File: src/rtl/rename_map_unit.sv
// N-wide register renamer: speculative and committed map tables plus a circular free list of physical tags.
// Optional single branch checkpoint is enabled by defining RENAME_CHECKPOINT_EN.
module rename_map_unit #(
  parameter int ARCH_REGS    = 34,
  parameter int PHYS_REGS    = 64,
  parameter int RENAME_WIDTH = 2,
  parameter int COMMIT_WIDTH = 2,
  localparam int AREG_W = $clog2(ARCH_REGS),
  localparam int PREG_W = $clog2(PHYS_REGS)
) (
  input  logic                             clk_i,
  input  logic                             reset_i,
  input  logic                             flush_i,
  input  logic                             rn_valid_i,
  output logic                             rn_ready_o,
  input  logic [RENAME_WIDTH-1:0]          rn_we_i,
  input  logic [RENAME_WIDTH*AREG_W-1:0]   rn_src1_i,
  input  logic [RENAME_WIDTH*AREG_W-1:0]   rn_src2_i,
  input  logic [RENAME_WIDTH*AREG_W-1:0]   rn_dest_i,
  output logic [RENAME_WIDTH*PREG_W-1:0]   rn_psrc1_o,
  output logic [RENAME_WIDTH*PREG_W-1:0]   rn_psrc2_o,
  output logic [RENAME_WIDTH*PREG_W-1:0]   rn_pdest_o,
  output logic [RENAME_WIDTH*PREG_W-1:0]   rn_old_pdest_o,
  input  logic [COMMIT_WIDTH-1:0]          cm_we_i,
  input  logic [COMMIT_WIDTH*AREG_W-1:0]   cm_dest_i,
  input  logic [COMMIT_WIDTH*PREG_W-1:0]   cm_pdest_i,
  input  logic [COMMIT_WIDTH*PREG_W-1:0]   cm_old_pdest_i,
`ifdef RENAME_CHECKPOINT_EN
  input  logic                             ckpt_take_i,
  input  logic                             ckpt_restore_i,
  output logic                             ckpt_valid_o,
`endif
  output logic [PREG_W:0]                  free_count_o
);

  typedef logic [AREG_W-1:0] areg_t;
  typedef logic [PREG_W-1:0] ptag_t;
  typedef logic [PREG_W:0]   ptr_t;

  ptag_t spec_map_q [ARCH_REGS];
  ptag_t spec_map_d [ARCH_REGS];
  ptag_t cmt_map_q  [ARCH_REGS];
  ptag_t cmt_map_d  [ARCH_REGS];
  ptag_t free_list_q [PHYS_REGS];
  ptr_t  head_q, head_d, tail_q, tail_d, chead_q, chead_d;
  ptr_t  free_cnt, alloc_n, cm_n;
  logic  fire, restore_hit;

  areg_t dest [RENAME_WIDTH];
  areg_t src1 [RENAME_WIDTH];
  areg_t src2 [RENAME_WIDTH];
  ptag_t pdest [RENAME_WIDTH];
  logic [RENAME_WIDTH-1:0] alloc;

  logic [COMMIT_WIDTH-1:0] cm_v;
  ptr_t  cm_wptr [COMMIT_WIDTH];
  ptag_t cm_old  [COMMIT_WIDTH];

  // Youngest earlier allocating slot in the group overrides the speculative map.
  function automatic ptag_t lookup(input areg_t a, input int j);
    ptag_t p;
    p = (int'(a) < ARCH_REGS) ? spec_map_q[a] : '0;
    for (int i = 0; i < j; i++)
      if (alloc[i] && dest[i] == a) p = pdest[i];
    if (a == '0) p = '0;
    return p;
  endfunction

  always_comb begin
    alloc_n        = '0;
    alloc          = '0;
    rn_psrc1_o     = '0;
    rn_psrc2_o     = '0;
    rn_pdest_o     = '0;
    rn_old_pdest_o = '0;
    for (int j = 0; j < RENAME_WIDTH; j++) begin
      dest[j]  = rn_dest_i[j*AREG_W +: AREG_W];
      src1[j]  = rn_src1_i[j*AREG_W +: AREG_W];
      src2[j]  = rn_src2_i[j*AREG_W +: AREG_W];
      alloc[j] = rn_we_i[j] && (dest[j] != '0);
      pdest[j] = alloc[j] ? free_list_q[ptag_t'(head_q + alloc_n)] : '0;
      if (alloc[j]) alloc_n = alloc_n + ptr_t'(1);
    end
    for (int j = 0; j < RENAME_WIDTH; j++) begin
      rn_psrc1_o[j*PREG_W +: PREG_W]     = lookup(src1[j], j);
      rn_psrc2_o[j*PREG_W +: PREG_W]     = lookup(src2[j], j);
      rn_old_pdest_o[j*PREG_W +: PREG_W] = lookup(dest[j], j);
      rn_pdest_o[j*PREG_W +: PREG_W]     = pdest[j];
    end
  end

  always_comb begin
    areg_t cd;
    cmt_map_d = cmt_map_q;
    cm_n      = '0;
    cm_v      = '0;
    for (int k = 0; k < COMMIT_WIDTH; k++) begin
      cd         = cm_dest_i[k*AREG_W +: AREG_W];
      cm_v[k]    = cm_we_i[k] && (cd != '0);
      cm_wptr[k] = tail_q + cm_n;
      cm_old[k]  = cm_old_pdest_i[k*PREG_W +: PREG_W];
      if (cm_v[k]) begin
        if (int'(cd) < ARCH_REGS) cmt_map_d[cd] = cm_pdest_i[k*PREG_W +: PREG_W];
        cm_n = cm_n + ptr_t'(1);
      end
    end
    tail_d  = tail_q + cm_n;
    chead_d = chead_q + cm_n;
  end

  assign free_cnt     = tail_q - head_q;
  assign free_count_o = free_cnt;
  assign rn_ready_o   = !flush_i && !restore_hit && (free_cnt >= alloc_n);
  assign fire         = rn_valid_i && rn_ready_o;

`ifdef RENAME_CHECKPOINT_EN
  ptag_t ckpt_map_q [ARCH_REGS];
  ptag_t ckpt_map_d [ARCH_REGS];
  ptr_t  ckpt_head_q, ckpt_head_d;
  logic  ckpt_valid_q, ckpt_valid_d;
  assign restore_hit  = ckpt_restore_i && ckpt_valid_q;
  assign ckpt_valid_o = ckpt_valid_q;
`else
  assign restore_hit = 1'b0;
`endif

  always_comb begin
    spec_map_d = spec_map_q;
    head_d     = head_q;
`ifdef RENAME_CHECKPOINT_EN
    ckpt_map_d   = ckpt_map_q;
    ckpt_head_d  = ckpt_head_q;
    ckpt_valid_d = ckpt_valid_q;
`endif
    if (flush_i) begin
      spec_map_d = cmt_map_d;
      head_d     = chead_d;
`ifdef RENAME_CHECKPOINT_EN
      ckpt_valid_d = 1'b0;
    end else if (restore_hit) begin
      spec_map_d   = ckpt_map_q;
      head_d       = ckpt_head_q;
      ckpt_valid_d = 1'b0;
`endif
    end else if (fire) begin
      for (int j = 0; j < RENAME_WIDTH; j++)
        if (alloc[j] && int'(dest[j]) < ARCH_REGS) spec_map_d[dest[j]] = pdest[j];
      head_d = head_q + alloc_n;
`ifdef RENAME_CHECKPOINT_EN
      if (ckpt_take_i) begin
        ckpt_map_d   = spec_map_d;
        ckpt_head_d  = head_d;
        ckpt_valid_d = 1'b1;
      end
`endif
    end
  end

  // Only the initial fill region of the free list is reset; the rest is written by commits.
  always_ff @(posedge clk_i or posedge reset_i) begin
    if (reset_i) begin
      for (int i = 0; i < ARCH_REGS; i++) begin
        spec_map_q[i] <= ptag_t'(i);
        cmt_map_q[i]  <= ptag_t'(i);
      end
      for (int i = 0; i < PHYS_REGS - ARCH_REGS; i++)
        free_list_q[i] <= ptag_t'(ARCH_REGS + i);
      head_q  <= '0;
      tail_q  <= ptr_t'(PHYS_REGS - ARCH_REGS);
      chead_q <= '0;
    end else begin
      spec_map_q <= spec_map_d;
      cmt_map_q  <= cmt_map_d;
      head_q     <= head_d;
      tail_q     <= tail_d;
      chead_q    <= chead_d;
      for (int k = 0; k < COMMIT_WIDTH; k++)
        if (cm_v[k]) free_list_q[ptag_t'(cm_wptr[k])] <= cm_old[k];
    end
  end

`ifdef RENAME_CHECKPOINT_EN
  always_ff @(posedge clk_i or posedge reset_i) begin
    if (reset_i) ckpt_valid_q <= 1'b0;
    else         ckpt_valid_q <= ckpt_valid_d;
  end

  always_ff @(posedge clk_i) begin
    ckpt_map_q  <= ckpt_map_d;
    ckpt_head_q <= ckpt_head_d;
  end
`endif

endmodule

File: config.mk
export PLATFORM = sky130hd
export DESIGN_NAME = rename_map_unit
export DESIGN_NICKNAME = d
export VERILOG_FILES = /design/src/rtl/rename_map_unit.sv
export SDC_FILE = /design/constraint.sdc
export NUM_CORES = 2
export LEC_CHECK = 0
export BUFFER_PORTS_ARGS = -buffer_cell sky130_fd_sc_hd__buf_2
export CAP_MARGIN = 20
export CORE_MARGIN = 4
export CORE_UTILIZATION = 50
export DETAILED_ROUTE_END_ITERATION = 10
export HOLD_SLACK_MARGIN = 0.06
export MAX_ROUTING_LAYER = met4
export PLACE_DENSITY = 0.66
export SETUP_SLACK_MARGIN = 0.05
export SLEW_MARGIN = 20
export SYNTH_ARGS = -nofsm -noshare
export SYNTH_HDL_FRONTEND = slang
export SYNTH_SLANG_ARGS = --single-unit
File: constraint.sdc
create_clock -name clk_i -period 28.2 [get_ports clk_i]
set_clock_uncertainty 0.2 [all_clocks]
set_input_delay 2.82 -clock clk_i [delete_from_list [all_inputs] [get_ports clk_i]]
set_output_delay 2.82 -clock clk_i [all_outputs]
set_load 0.01 [all_outputs]
## After elaboration in Yosys (flattened, before gate mapping)

Index checks and enable logic that the tools add are counted.

- Register bits: 813
- Input port bits: 80
- Output and inout port bits: 56
- Word-level logic and storage cells: 291

- Add/subtract/negate cells: 8
- $lt $le $gt $ge: 27
- Equality and inequality tests: 3
- Multiplexer cells: 77
- Bitwise logic cells: 12
- Reduce and logical (&&, ||, !) cells: 29

Operators with widths:

| kind | number |
|---|---|
| two-way mux 204 bit | 10 |
| bitwise mux 204 bit | 4 |
| bitwise mux 384 bit | 2 |
| two-way mux 384 bit | 2 |
| binary-select mux 6 bit (select 6 bit) | 8 |
| two-way mux 6 bit | 39 |
| demux 6 bit (select 6 bit) | 6 |
| greater-or-equal comparator 7 bit, second input constant | 12 |
| inverter 6 -> 7 bit | 12 |
| less-than comparator 6 bit, second input constant | 8 |
| less-than comparator 7 x 1 -> 1 bit, second input constant | 6 |
| zero test 6 bit | 6 |
| two-way mux 7 bit | 4 |
| nonzero test 6 bit | 4 |
| adder 7 bit | 3 |
| equality test 6 bit | 3 |
| logical AND 1 bit | 17 |
| adder 7 x 1 -> 7 bit, second input constant | 2 |
| adder 6 bit | 2 |
| greater-or-equal comparator 7 bit | 1 |
| subtractor 7 bit | 1 |
| two-way mux 1 bit | 2 |
| nonzero test 2 bit | 1 |
| zero test 1 bit | 1 |

## Depth between registers and ports, before layout

- Depth after elaboration: 14
- Gate-level depth with buffers: 18
- Mapped depth without buffers: 13

## Least setup slack after synthesis

No wires, ideal clock.

- Path type: input to register
- Start: input reset_i
- End: register free_list_q[0] (netlist name) (enable)
- Setup time: 1.172 ns
- Data arrival time: 18.884 ns
- Required time: 26.828 ns
- Slack: 7.944 ns
- Stages on the path: 1
- Buffers on the path: 0
- Path through: inv_1

RTL lines:

| element | line | RTL |
|---|---|---|
| start, declared | 12 | `input logic reset_i,` |
| end signal, assigned by index | 167 | `free_list_q[i] <= ptag_t'(ARCH_REGS + i);` |
| end signal, assigned by index | 178 | `if (cm_v[k]) free_list_q[ptag_t'(cm_wptr[k])] <= cm_old[k];` |
| end, declared | 44 | `ptag_t free_list_q [PHYS_REGS];` |

No word-level cell between the ends.

## Worst setup path in the final report

- Start: input rn_dest_i[4]
- End: output rn_pdest_o[8]

- Cells in the longest elaborated chain, start to end: 9

RTL lines:

| element | line | RTL |
|---|---|---|
| start, declared | 19 | `input logic [RENAME_WIDTH*AREG_W-1:0] rn_dest_i,` |
| nonzero test 6 bit | 80 | `alloc[j] = rn_we_i[j] && (dest[j] != '0);` |
| logical AND 1 bit | 80 |  |
| two-way mux 1 bit | 82 | `if (alloc[j]) alloc_n = alloc_n + ptr_t'(1);` |
| adder 6 bit | 81 | `pdest[j] = alloc[j] ? free_list_q[ptag_t'(head_q + alloc_n)] : '0;` |
| inverter 6 -> 7 bit (not written as such) | 81 |  |
| binary-select mux 6 bit (select 6 bit) | 81 |  |
| two-way mux 6 bit (not written as such) (2 in a row) | 81 |  |
| two-way mux 6 bit | 81 |  |
| end, declared | 22 | `output logic [RENAME_WIDTH*PREG_W-1:0] rn_pdest_o,` |

No other way between the ends. The select of a mux whose other input is x is not followed.

==> results.yml <==
min_path:
  hold_end: "cmt_map_q[198]"
  hp-class: "reg2reg"
  whs_path_depth: 0
  min_from: "cmt_map_q[198]"
critical_path:
  timing.rr.end: "spec_map_q[69]"
  critPathArrivalTime_ns: 8.38
  cp_cell_sequence: "buf_2, nor3_1, nand2_1, and3_1, ha_1, nand2_1, buf_4, a211oi_1, nor4_1, o221ai_1, and4b_2, buf_4, buf_2"
  rr_worst_depth: 15
  critPathMaxStageDelay_ns: 0.94
  worstSetupPathType: "in2out"
  cp_slowest_cell: "nor4_1"
  path_buf_inv: 4
  crit_family: "simple AND/OR/NAND/NOR gates"
  start_kind: "input port"
  critPathCaptureType: "primary output"
  worstPathMaxFanout: 34
  timing.rr.start: "head_q[2]"
  cp.required_ns: 25.18
  r2r_slack_ns: 21.49
logic_synthesis:
  synth_cells: 6386
  synth_edf_count: 204
  syn_area_per_cell_sq_um: 9.455
  synth_ff_type: "dfrtp_1"
  synth_most_common_cell: "nand2_1"
  synth-async-reset-ratio_pct: 74.91
  synth_top_area_share_pct: 14.14
  yosys_warnings: 0
  synth_common_cells: "nand2_1 (1150), mux2i_1 (700), o21ai_0 (570)"
  synth_cell_types: 96
  synth_seq_cells: 813
  netlist_area_sq_mm: 0.06038
  syn_nets: 6488
  synth-seq-area-share_pct: 35.97
  synth.largest_area_cell: "mux4_2"
  ys_top_cells_by_area: "mux4_2 (14%), dfrtp_1 (14%), dfstp_2 (12%)"
pwr:
  peakVddDrop_v: 0.0001196
  powerDensity_mw_per_mm2: 97.21
  p_leak_uw: 0.02424
run:
  cap_viol_max_count: 0
final_layout:
  finalNetCount: 6192
  drive_gt1_share_pct: 18.86
  multi_input_area_sq_mm: 0.03604
  n_fill_cell: 10850
  register_area_sq_mm: 0.02172
  area_delta_synth_final_pct: 7.255
clocking:
  cts_resized: 0
  cts.htree.levels: 3
  hold_buffers: 0
  cts_sinks: 813
  cts_tree: "done"
  postCtsSetupBuffers: 0
  path_clk_slew_ns: 0.05
  cts_made_buffers: 94
  cts-root-buf: "clkbuf_16"
  cts.path.max_buffers: 3
  clk_latency_ns: 0.74
route:
  drc: 0
  viasPerCell: 7.274
  ant_nets: 0
  wl_microns: 273400
  dr.pass1.iters: 10
  top_layer: "met4"
  avgRoutedWirePerCell_microns: 35.03
  drt-met1-wl_microns: 91090
  wl_met2_microns: 116700
  dr_wl_met3_microns: 36820
  drt_iter0_drc: 9086
  vias: 56760
die:
  ioPinCount: 136
  core-area_sq_mm: 0.1200
  die_area_sq_mm: 0.1264
  fp.dieH_microns: 355.5
  start_util_pct: 50.33
  die_w_microns: 355.5
  rows: 127
sta:
  slew_headroom_pct: 15.21
  grt_setup_unrepaired: "false"
  hold_viol: 0
  period_share_pct: 40.44
  setup_tns_ns: 0
  finalSetupViolCount: 0
  max_freq_ghz: 0.08769
  worst_slew_pin_slew_ns: 1.267
  finalMaxSlewViolations: 0
  fin_crit_ns: 11.40
  fin_ws_ns: 16.80
global_routing:
  grt_max_degree: 166
  grt_use_total_pct: 43.58
  grt_pass1_wl_microns: 390000
  antenna_found_initial: 19
  grt_overflow_total: 0
  grt_pass1_vias: 53110
placement:
  pre_cts_ws_ns: 17.11
  place.gp.congestion: 1.066
  dp_hpwl_microns: 181500
  portBuffers: 135
status:
  status: "finished clean"
[report_power, final]
group / switching (uW) / internal [uW]
logic: 1800 / 1050
registers: 553 / 1630
clock network: 542 / 720
total: 2900 / 3400
[stage by stage]
| step | std cells | hold WS, ns | total power [uW] | util, % | instance area (sq um) |
|---|---|---|---|---|---|
| after floorplan | 6386 | 0.2237 | 3699 | - | 60380 |
| after global placement | 7604 | 0.1598 | 4807 | 51.30 | 61550 |
| after detailed placement | 7604 | 0.1623 | 4851 | 51.30 | 61550 |
| after CTS | 7776 | 0.1738 | 6113 | 53.90 | 64660 |
| after global routing | 7799 | 0.1838 | 6427 | 53.97 | 64750 |
| final | 7803 | 0.1713 | 6295 | 53.98 | 64760 |
[layout by cell type, fill, tap and decap left out, types with 66 or more instances in the layout]
cell / n
a21oi_1: 292
nand3_1: 66
nand2_1: 1149
o21ai_0: 569
dfstp_2: 279
nor2_1: 438
mux4_2: 379
buf_2: 130
clkbuf_16: 95
a22oi_1: 189
dfrtp_1: 328
a31oi_1: 150
mux2i_1: 699
edfxtp_1: 204
buf_4: 124
a211oi_1: 100
and3_1: 116
o211ai_1: 125
[final cells by class]
class | instances | share of cell area, %
diodes | 25 | 0.09661
clock buffers | 133 | 4.077
clock inverters | 39 | 0.7342
inverters | 36 | 0.2203
multi-input cells | 4886 | 55.65
flip-flops and latches | 813 | 33.54
well taps | 1612 | 3.115
repair buffers | 259 | 2.562
[logic make-up after synthesis]
group / count (synthesis) / synth area share, %
compound gates: 1689 / 17.53
xor+xnor: 49 / 0.7232
fa+ha+maj: 22 / 0.5057
buf+inv: 687 / 4.555
flops: 813 / 35.97
mux: 1102 / 26.27
simple gates: 2024 / 14.45
[flip-flops by register name (all words and copies together), names as in the netlist]
signal       cells
spec_map_q     204
chead_q          7
free_list_q    384
tail_q           7
head_q           7
cmt_map_q      204
[how the worst max path moves through the flow]
stage                      start             to  slack (ns)  cells after the start
floorplan                reset_i     chead_q[0]        3.16                      1
global placement    rn_dest_i[4]  rn_pdest_o[7]       17.23                     11
detailed placement  rn_dest_i[4]  rn_pdest_o[8]       17.11                     13
CTS                 rn_dest_i[4]  rn_pdest_o[7]       17.11                     12
global route        rn_dest_i[4]  rn_pdest_o[8]       16.74                     13
finish              rn_dest_i[4]  rn_pdest_o[8]       16.80                     13
[worst register-to-register path, cell delays in order, from the launching register on]
cell and delay, ns:
dfrtp_1 0.89, buf_4 0.56, inv_1 0.17, ha_1 0.37
a21oi_1 0.20, o21ai_0 0.12, xor2_1 0.18, or4b_2 0.68
o31ai_4 0.18, buf_4 0.51, buf_4 0.72, nand2b_4 0.54
buf_4 0.69, nor3b_1 0.21, a221oi_1 0.22, o21ai_1 0.11
[metal layers]
layer | vias up | global-route usage [%]
li1 | 23260 | -
met1 | 27290 | 50.35
met2 | 4686 | 62.55
met3 | 1520 | 14.17
met4 | 0 | 34.15
met5 | - | -
Power figures use the tool's default switching activity.
